`src/rtl/mc_req_arbiter.sv`:
```
`default_nettype none
// ----------------------------------------------------------------------------------------
// mc_req_arbiter: round-robin sharing of one manycore out-request port with per-requester
// credit tracking and owner-tagged response steering.                      Revision 1.0
// ----------------------------------------------------------------------------------------
module mc_req_arbiter #(
  parameter int num_req_p      = 2,
  parameter int packet_width_p = 64,
  parameter int reg_id_width_p = 5,
  parameter int reg_id_lsb_p   = 0,
  parameter int data_width_p   = 32,
  parameter int max_out_p      = 8
) (
  input  logic                                  clk_i,
  input  logic                                  reset_n_i,
  input  logic                                  pause_i,
  input  logic [num_req_p-1:0]                  req_v_i,
  input  logic [num_req_p*packet_width_p-1:0]   req_packet_i,
  output logic [num_req_p-1:0]                  req_ready_o,
  output logic                                  out_v_o,
  output logic [packet_width_p-1:0]             out_packet_o,
  input  logic                                  out_ready_i,
  input  logic                                  returned_v_i,
  input  logic [reg_id_width_p-1:0]             returned_reg_id_i,
  input  logic [data_width_p-1:0]               returned_data_i,
  input  logic                                  returned_credit_v_i,
  input  logic [reg_id_width_p-1:0]             returned_credit_reg_id_i,
  output logic [num_req_p-1:0]                  resp_v_o,
  output logic [data_width_p-1:0]               resp_data_o,
  output logic [reg_id_width_p-1:0]             resp_tag_o,
  output logic                                  resp_is_credit_o,
  output logic                                  idle_o,
  output logic                                  err_o
);

  localparam int OW     = $clog2(num_req_p);
  localparam int CW     = $clog2(max_out_p + 1);
  localparam int RID_HI = reg_id_lsb_p + reg_id_width_p - 1;
  localparam logic [OW:0] NREQ_W = (OW + 1)'(num_req_p);
  localparam logic [reg_id_width_p-1:0] OWNER_MASK =
    {{OW{1'b1}}, {(reg_id_width_p - OW){1'b0}}};

  // Registered state
  logic [OW-1:0]               r_ptr;
  logic                        r_out_v;
  logic [packet_width_p-1:0]   r_out_pkt;
  logic [num_req_p-1:0]        r_resp_v;
  logic [data_width_p-1:0]     r_resp_data;
  logic [reg_id_width_p-1:0]   r_resp_tag;
  logic                        r_resp_cr;
  logic                        r_hold_v;
  logic [num_req_p-1:0]        r_hold_oh;
  logic [reg_id_width_p-1:0]   r_hold_tag;
  logic                        r_err;

  // Combinational signals
  logic                        w_can_issue;
  logic [num_req_p-1:0]        w_elig;
  logic [num_req_p-1:0]        w_grant;
  logic [OW-1:0]               w_grant_idx;
  logic [OW-1:0]               w_cand;
  logic                        w_found;
  logic [OW-1:0]               w_ptr_nxt;
  logic [packet_width_p-1:0]   w_sel_pkt;
  logic [num_req_p-1:0]        w_cnt_zero;
  logic [num_req_p-1:0]        w_uflow;

  logic [OW-1:0]               w_ld_owner;
  logic [OW-1:0]               w_cr_owner;
  logic                        w_ld_legal;
  logic                        w_cr_legal;
  logic                        w_ld_fire;
  logic                        w_cr_fire;
  logic [num_req_p-1:0]        w_ld_oh;
  logic [num_req_p-1:0]        w_cr_oh;
  logic [reg_id_width_p-1:0]   w_ld_tag;
  logic [reg_id_width_p-1:0]   w_cr_tag;
  logic                        w_hold_ovf;

  // A new packet may enter only when the output register is free this cycle
  assign w_can_issue = reset_n_i && !pause_i && (!r_out_v || out_ready_i);

  assign w_ld_owner = returned_reg_id_i[reg_id_width_p-1 -: OW];
  assign w_cr_owner = returned_credit_reg_id_i[reg_id_width_p-1 -: OW];
  assign w_ld_legal = ({1'b0, w_ld_owner} < NREQ_W);
  assign w_cr_legal = ({1'b0, w_cr_owner} < NREQ_W);
  assign w_ld_fire  = returned_v_i && w_ld_legal;
  assign w_cr_fire  = returned_credit_v_i && w_cr_legal;
  assign w_ld_oh    = num_req_p'(1) << w_ld_owner;
  assign w_cr_oh    = num_req_p'(1) << w_cr_owner;
  assign w_ld_tag   = returned_reg_id_i & ~OWNER_MASK;
  assign w_cr_tag   = returned_credit_reg_id_i & ~OWNER_MASK;
  // Only a load+credit pair arriving while the holding slot is still busy cannot be absorbed
  assign w_hold_ovf = w_ld_fire && w_cr_fire && r_hold_v;

  for (genvar gi = 0; gi < num_req_p; gi++) begin : g_req
    logic [CW-1:0] r_cnt;
    logic [CW:0]   w_sum;
    logic [1:0]    w_dec;

    assign w_dec = {1'b0, w_ld_fire && (w_ld_owner == OW'(gi))} +
                   {1'b0, w_cr_fire && (w_cr_owner == OW'(gi))};
    assign w_sum = {1'b0, r_cnt} + {{CW{1'b0}}, w_grant[gi]};
    assign w_uflow[gi]    = ((CW + 1)'(w_dec) > w_sum);
    assign w_cnt_zero[gi] = (r_cnt == '0);
    assign w_elig[gi]     = req_v_i[gi] && (r_cnt < CW'(max_out_p)) && w_can_issue;

    always_ff @(posedge clk_i) begin
      if (!reset_n_i) begin
        r_cnt <= '0;
      end else if (w_uflow[gi]) begin
        r_cnt <= '0;
      end else begin
        r_cnt <= CW'(w_sum - (CW + 1)'(w_dec));
      end
    end
  end

  // Round-robin search starting at r_ptr, first eligible requester wins
  always_comb begin
    w_grant     = '0;
    w_grant_idx = '0;
    w_cand      = '0;
    w_found     = 1'b0;
    for (int k = 0; k < num_req_p; k++) begin
      if (!w_found) begin
        if (int'(r_ptr) + k < num_req_p) begin
          w_cand = OW'(int'(r_ptr) + k);
        end else begin
          w_cand = OW'(int'(r_ptr) + k - num_req_p);
        end
        if (w_elig[w_cand]) begin
          w_found     = 1'b1;
          w_grant_idx = w_cand;
        end
      end
    end
    if (w_found) begin
      w_grant[w_grant_idx] = 1'b1;
    end
  end

  assign w_ptr_nxt = (w_grant_idx == OW'(num_req_p - 1)) ? '0 : w_grant_idx + OW'(1);

  always_comb begin
    w_sel_pkt = req_packet_i[int'(w_grant_idx)*packet_width_p +: packet_width_p];
    w_sel_pkt[RID_HI -: OW] = w_grant_idx;
  end

  always_ff @(posedge clk_i) begin
    if (!reset_n_i) begin
      r_ptr     <= '0;
      r_out_v   <= 1'b0;
      r_out_pkt <= '0;
    end else if (w_found) begin
      r_out_v   <= 1'b1;
      r_out_pkt <= w_sel_pkt;
      r_ptr     <= w_ptr_nxt;
    end else if (r_out_v && out_ready_i) begin
      r_out_v   <= 1'b0;
    end
  end

  // Load data takes the response slot first; a coincident credit waits one cycle in the hold slot
  always_ff @(posedge clk_i) begin
    if (!reset_n_i) begin
      r_resp_v    <= '0;
      r_resp_data <= '0;
      r_resp_tag  <= '0;
      r_resp_cr   <= 1'b0;
      r_hold_v    <= 1'b0;
      r_hold_oh   <= '0;
      r_hold_tag  <= '0;
    end else if (w_ld_fire) begin
      r_resp_v    <= w_ld_oh;
      r_resp_data <= returned_data_i;
      r_resp_tag  <= w_ld_tag;
      r_resp_cr   <= 1'b0;
      if (w_cr_fire && !r_hold_v) begin
        r_hold_v   <= 1'b1;
        r_hold_oh  <= w_cr_oh;
        r_hold_tag <= w_cr_tag;
      end
    end else if (r_hold_v) begin
      r_resp_v    <= r_hold_oh;
      r_resp_data <= '0;
      r_resp_tag  <= r_hold_tag;
      r_resp_cr   <= 1'b1;
      r_hold_v    <= w_cr_fire;
      r_hold_oh   <= w_cr_oh;
      r_hold_tag  <= w_cr_tag;
    end else if (w_cr_fire) begin
      r_resp_v    <= w_cr_oh;
      r_resp_data <= '0;
      r_resp_tag  <= w_cr_tag;
      r_resp_cr   <= 1'b1;
    end else begin
      r_resp_v    <= '0;
    end
  end

  always_ff @(posedge clk_i) begin
    if (!reset_n_i) begin
      r_err <= 1'b0;
    end else if ((returned_v_i && !w_ld_legal) || (returned_credit_v_i && !w_cr_legal) ||
                 (|w_uflow) || w_hold_ovf) begin
      r_err <= 1'b1;
    end
  end

  assign req_ready_o      = w_grant;
  assign out_v_o          = r_out_v;
  assign out_packet_o     = r_out_pkt;
  assign resp_v_o         = r_resp_v;
  assign resp_data_o      = r_resp_data;
  assign resp_tag_o       = r_resp_tag;
  assign resp_is_credit_o = r_resp_cr;
  assign err_o            = r_err;
  assign idle_o           = !reset_n_i || (!r_out_v && (&w_cnt_zero));

endmodule
`default_nettype wire
```
`config.mk`:
```
export PLATFORM = sky130hd
export DESIGN_NAME = mc_req_arbiter
export DESIGN_NICKNAME = d
export VERILOG_FILES = /design/src/rtl/mc_req_arbiter.sv
export SDC_FILE = /design/constraint.sdc
export NUM_CORES = 1
export LEC_CHECK = 0
export ABC_AREA = 1
export CORE_ASPECT_RATIO = 0.7
export CORE_MARGIN = 8
export CORE_UTILIZATION = 45
export CTS_CLUSTER_DIAMETER = 30
export CTS_CLUSTER_SIZE = 10
export DETAILED_ROUTE_END_ITERATION = 8
export HOLD_SLACK_MARGIN = 0.08
export PLACE_DENSITY = 0.93
export SETUP_SLACK_MARGIN = 0.1
export SLEW_MARGIN = 30
export SYNTH_ARGS = -nofsm -noshare
export SYNTH_HDL_FRONTEND = slang
export SYNTH_SLANG_ARGS = --single-unit
```
`constraint.sdc`:
```
create_clock -name clk_i -period 6.17 [get_ports clk_i]
set_clock_uncertainty 0.05 [all_clocks]
set_input_delay 1.234 -clock clk_i [delete_from_list [all_inputs] [get_ports clk_i]]
set_output_delay 1.234 -clock clk_i [all_outputs]
set_load 0.02 [all_outputs]
```
==> metrics.md <==
| Metric | Value |
|---|---|
| Drt initial violations | `491` |
| Distinct cells, synth | `29` |
| Num CTS Buffers | `17` |
| Yosys top cell by area | `dfxtp_1` |
| Ys async rst share | `0` |
| Clk buf depth | `2` |
| Residual DRC | `0` |
| Worst Path Required | `just under 5 ns` |
| H-tree depth | `4` |
| Initial antenna violation count | `0` |
| DR vias | `slightly below 7000` |
| VDD IR-drop max | `0.206 mV` |
| Compound-Gate Fraction of Synth Area | `0.115` |
| Final worst path period need | `4.99 ns` |
| Reg2reg start | `g_req[0].r_cnt[3]` |
| Worst setup startpoint | `req_v_i[0]` |
| Post-synth EDFFs | `0` |
| Detailed Place HPWL | `15500 µm` |
| Vias in the first global route | `6813` |
| HP Class | `flop to flop` |
| Starting Density | `0.461` |
| Final Net Count | `around 1300` |
| Routed wire length | `~22000 µm` |
| Seq. cell area | `2420 µm²` |
| PostCTS Resize Cnt | `0` |
| Multi-input gate area | `roughly 2800 µm²` |
| Crit path kind | `input port to output pin` |
| Setup crit start kind | `input port` |
| Status | `complete, no violations` |
| Vias per cell | `5.14` |
| # rows | `35` |
| I/O Buffers | `around 280` |
| Worst slew pin tran | `0.781 ns` |
| I/O pin cnt | `between 200 and 300` |
| Area fraction of the dominant cell type after synthesis | `0.399` |
| Final non-filler cell total | `1344` |
| Mux contribution to synthesized area | `0` |
| Core area | `13200 µm²` |
| Grt ovf | `0` |
| Pleak | `0.00423 µW` |
| CP max FO | `64` |
| First-pass GRT wire length | `34000 µm` |
| Final setup viols | `0` |
| F_max | `201 MHz` |
| FF+latch count, synth | `between 100 and 150` |
| Reg2reg end | `g_req[0].r_cnt[3]` |
| Synth Area in XOR/XNOR | `0.00577` |
| Diode count | `0` |
| Post-synth top flop | `dfxtp_1` |
| Post-synthesis adder-cell area fraction | `0.0354` |
| GRT Overall Usage | `0.237` |
| Mapped Area | `a little over 6000 µm²` |
| Seq/Total Area, Yosys | `0.399` |
| Clock transition at path regs | `0.05 ns` |
| DR WL/cell | `16.1 µm` |
| Post-CTS setup buffer count | `0` |
| Part of the cycle the worst path needs | `0.808` |
| Mean cell area of the mapped netlist | `6.76 µm²` |
| Slew HR | `0.479` |
| Largest net degree at the start of global routing | `75` |
| Largest family of logic cells by synthesized area | `simple AND/OR/NAND/NOR gates` |
| HP Start | `out_packet_o[4]` |
| CTS Root Cell | `clkbuf_16` |
| Syn nets | `1092` |
| Placed Cells | `1312` |
| Critical path endpoint category | `output pin` |
| Hold buffers post-CTS | `0` |
| RSZ-0062 raised after global routing | `false` |
| Crit path arrival time | `3.70 ns` |
| Die height | `113 µm` |
| Slack of the worst reg-to-reg path | `roughly 2.7 ns` |
| Synthesized instance count | `898` |
| Min-Delay Path Depth | `2` |
| Fillers | `1009` |
| Initial DRT Pass Iterations | `5` |
| Simple-Gate Fraction of Synth Area | `0.292` |
| Slew Limit Fails | `0` |
| Die area | `approximately 18000 µm²` |
| Setup_tns | `0 ns` |
| Layout cells sized above 1 | `0.0475` |
| Clock sinks | `roughly 120` |
| Pwr/cell area | `290 nW/µm²` |
| Die width | `155 µm` |
| Clk Latency, worst-skew pair | `0.39 ns` |
| Post-detailed-route count of antenna-violating nets | `0` |
| TritonCTS clock tree | `built` |
| Crit path to | `req_ready_o[0]` |
| Final Hold Fails | `0` |
| Cell with the most instances after synthesis | `nand2_1` |
| GP Congestion | `0.841` |
| Top post-synthesis cells by area | `dfxtp_1, nand2_1, inv_1` |
| Post-synth top cells | `nand2_1, inv_1, dfxtp_1, a21oi_1, nand3_1` |
| Yosys warns | `0` |
| Reg2Reg Depth | `17` |
| Layout area overhead | `57.5%` |
| Maxcap violations | `0` |
cells by family after synthesis:
kind of cell	count (synthesis)
AND/OR/NAND/NOR	392
buffers and inverters	230
AO/OA/AOI/OAI	134
flip-flops	121
adder cells (fa/ha/maj)	16
XOR/XNOR	4
other	1
state kept, by name (all words and copies together), names as in the netlist:
register,flops
err_o,1
resp_tag_o,4
r_hold_v,1
resp_is_credit_o,1
r_ptr,1
resp_v_o,2
resp_data_o,32
r_hold_tag,4
g_req.r_cnt,8
out_v_o,1
out_packet_o,64
r_hold_oh,2
where the power goes:
part | internal (µW) | total, µW | switching [µW]
logic | 360 | 820 | 460
clock network | 645 | 1030 | 388
registers | 865 | 918 | 53.0
total | 1870 | 2770 | 901
worst min-delay path by stage:
stage,end
2_1_floorplan,r_ptr
3_3_place_gp,out_packet_o[4]
3_5_place_dp,out_packet_o[4]
4_1_cts,out_packet_o[4]
5_1_grt,out_packet_o[4]
6_report,out_packet_o[4]
metrics by stage:
| stage | power (µW) | setup slack (ns) | utilization | cell area (µm²) | hold WS, ns |
|---|---|---|---|---|---|
| after detailed placement | 1750 | 1.22 | 0.679 | 8950 | 0.406 |
| final | 2770 | 1.18 | 0.726 | 9570 | 0.412 |
| after global placement | 1720 | 1.25 | 0.679 | 8950 | 0.399 |
| after CTS | 2780 | 1.16 | 0.726 | 9560 | 0.415 |
| after global routing | 2910 | 1.05 | 0.726 | 9570 | 0.438 |
| after floorplan | 1400 | 2.47 | - | 6070 | 0.395 |
placed cells by master, fill, tap and decap left out, types with 3 or more instances in the layout:
master	n
ha_1	14
nand4_1	65
nand2_1	199
dfxtp_1	121
nand3_1	101
a21oi_1	108
inv_1	161
o21ai_0	12
buf_4	12
clkinv_4	3
nor2_1	18
inv_6	6
clkdlybuf4s50_1	283
bufinv_16	3
a31oi_1	5
xnor2_1	3
o211ai_1	4
clkbuf_16	17
critical path, stage by stage:
cell and delay [ns]:
clkdlybuf4s50_1 0.47, inv_1 0.04, nor2_1 0.22, nand2_2 0.07, buf_4 0.37, nand3_2 0.18
buf_4 0.26, nand2_1 0.10, inv_1 0.10, clkdlybuf4s50_1 0.64
final cells by class:
cell class,count,share of cell area
Tap cell,185,0.0242
Timing Repair Buffer,295,0.306
Inverter,164,0.0646
Sequential cell,121,0.253
Clock buffer,17,0.0445
Clock inverter,15,0.0198
Multi-Input combinational cell,547,0.288
per-layer routing:
metal | up-vias | wire length [µm] | global-route usage
met1 | 3172 | 8520 | 0.262
met3 | 52 | 2070 | 0.0880
met2 | 297 | 10300 | 0.403
met4 | 0 | 750 | 0.103
met5 | - | 0 | 0
li1 | 3382 | - | -
No activity file was read; power rests on OpenSTA's default activity.
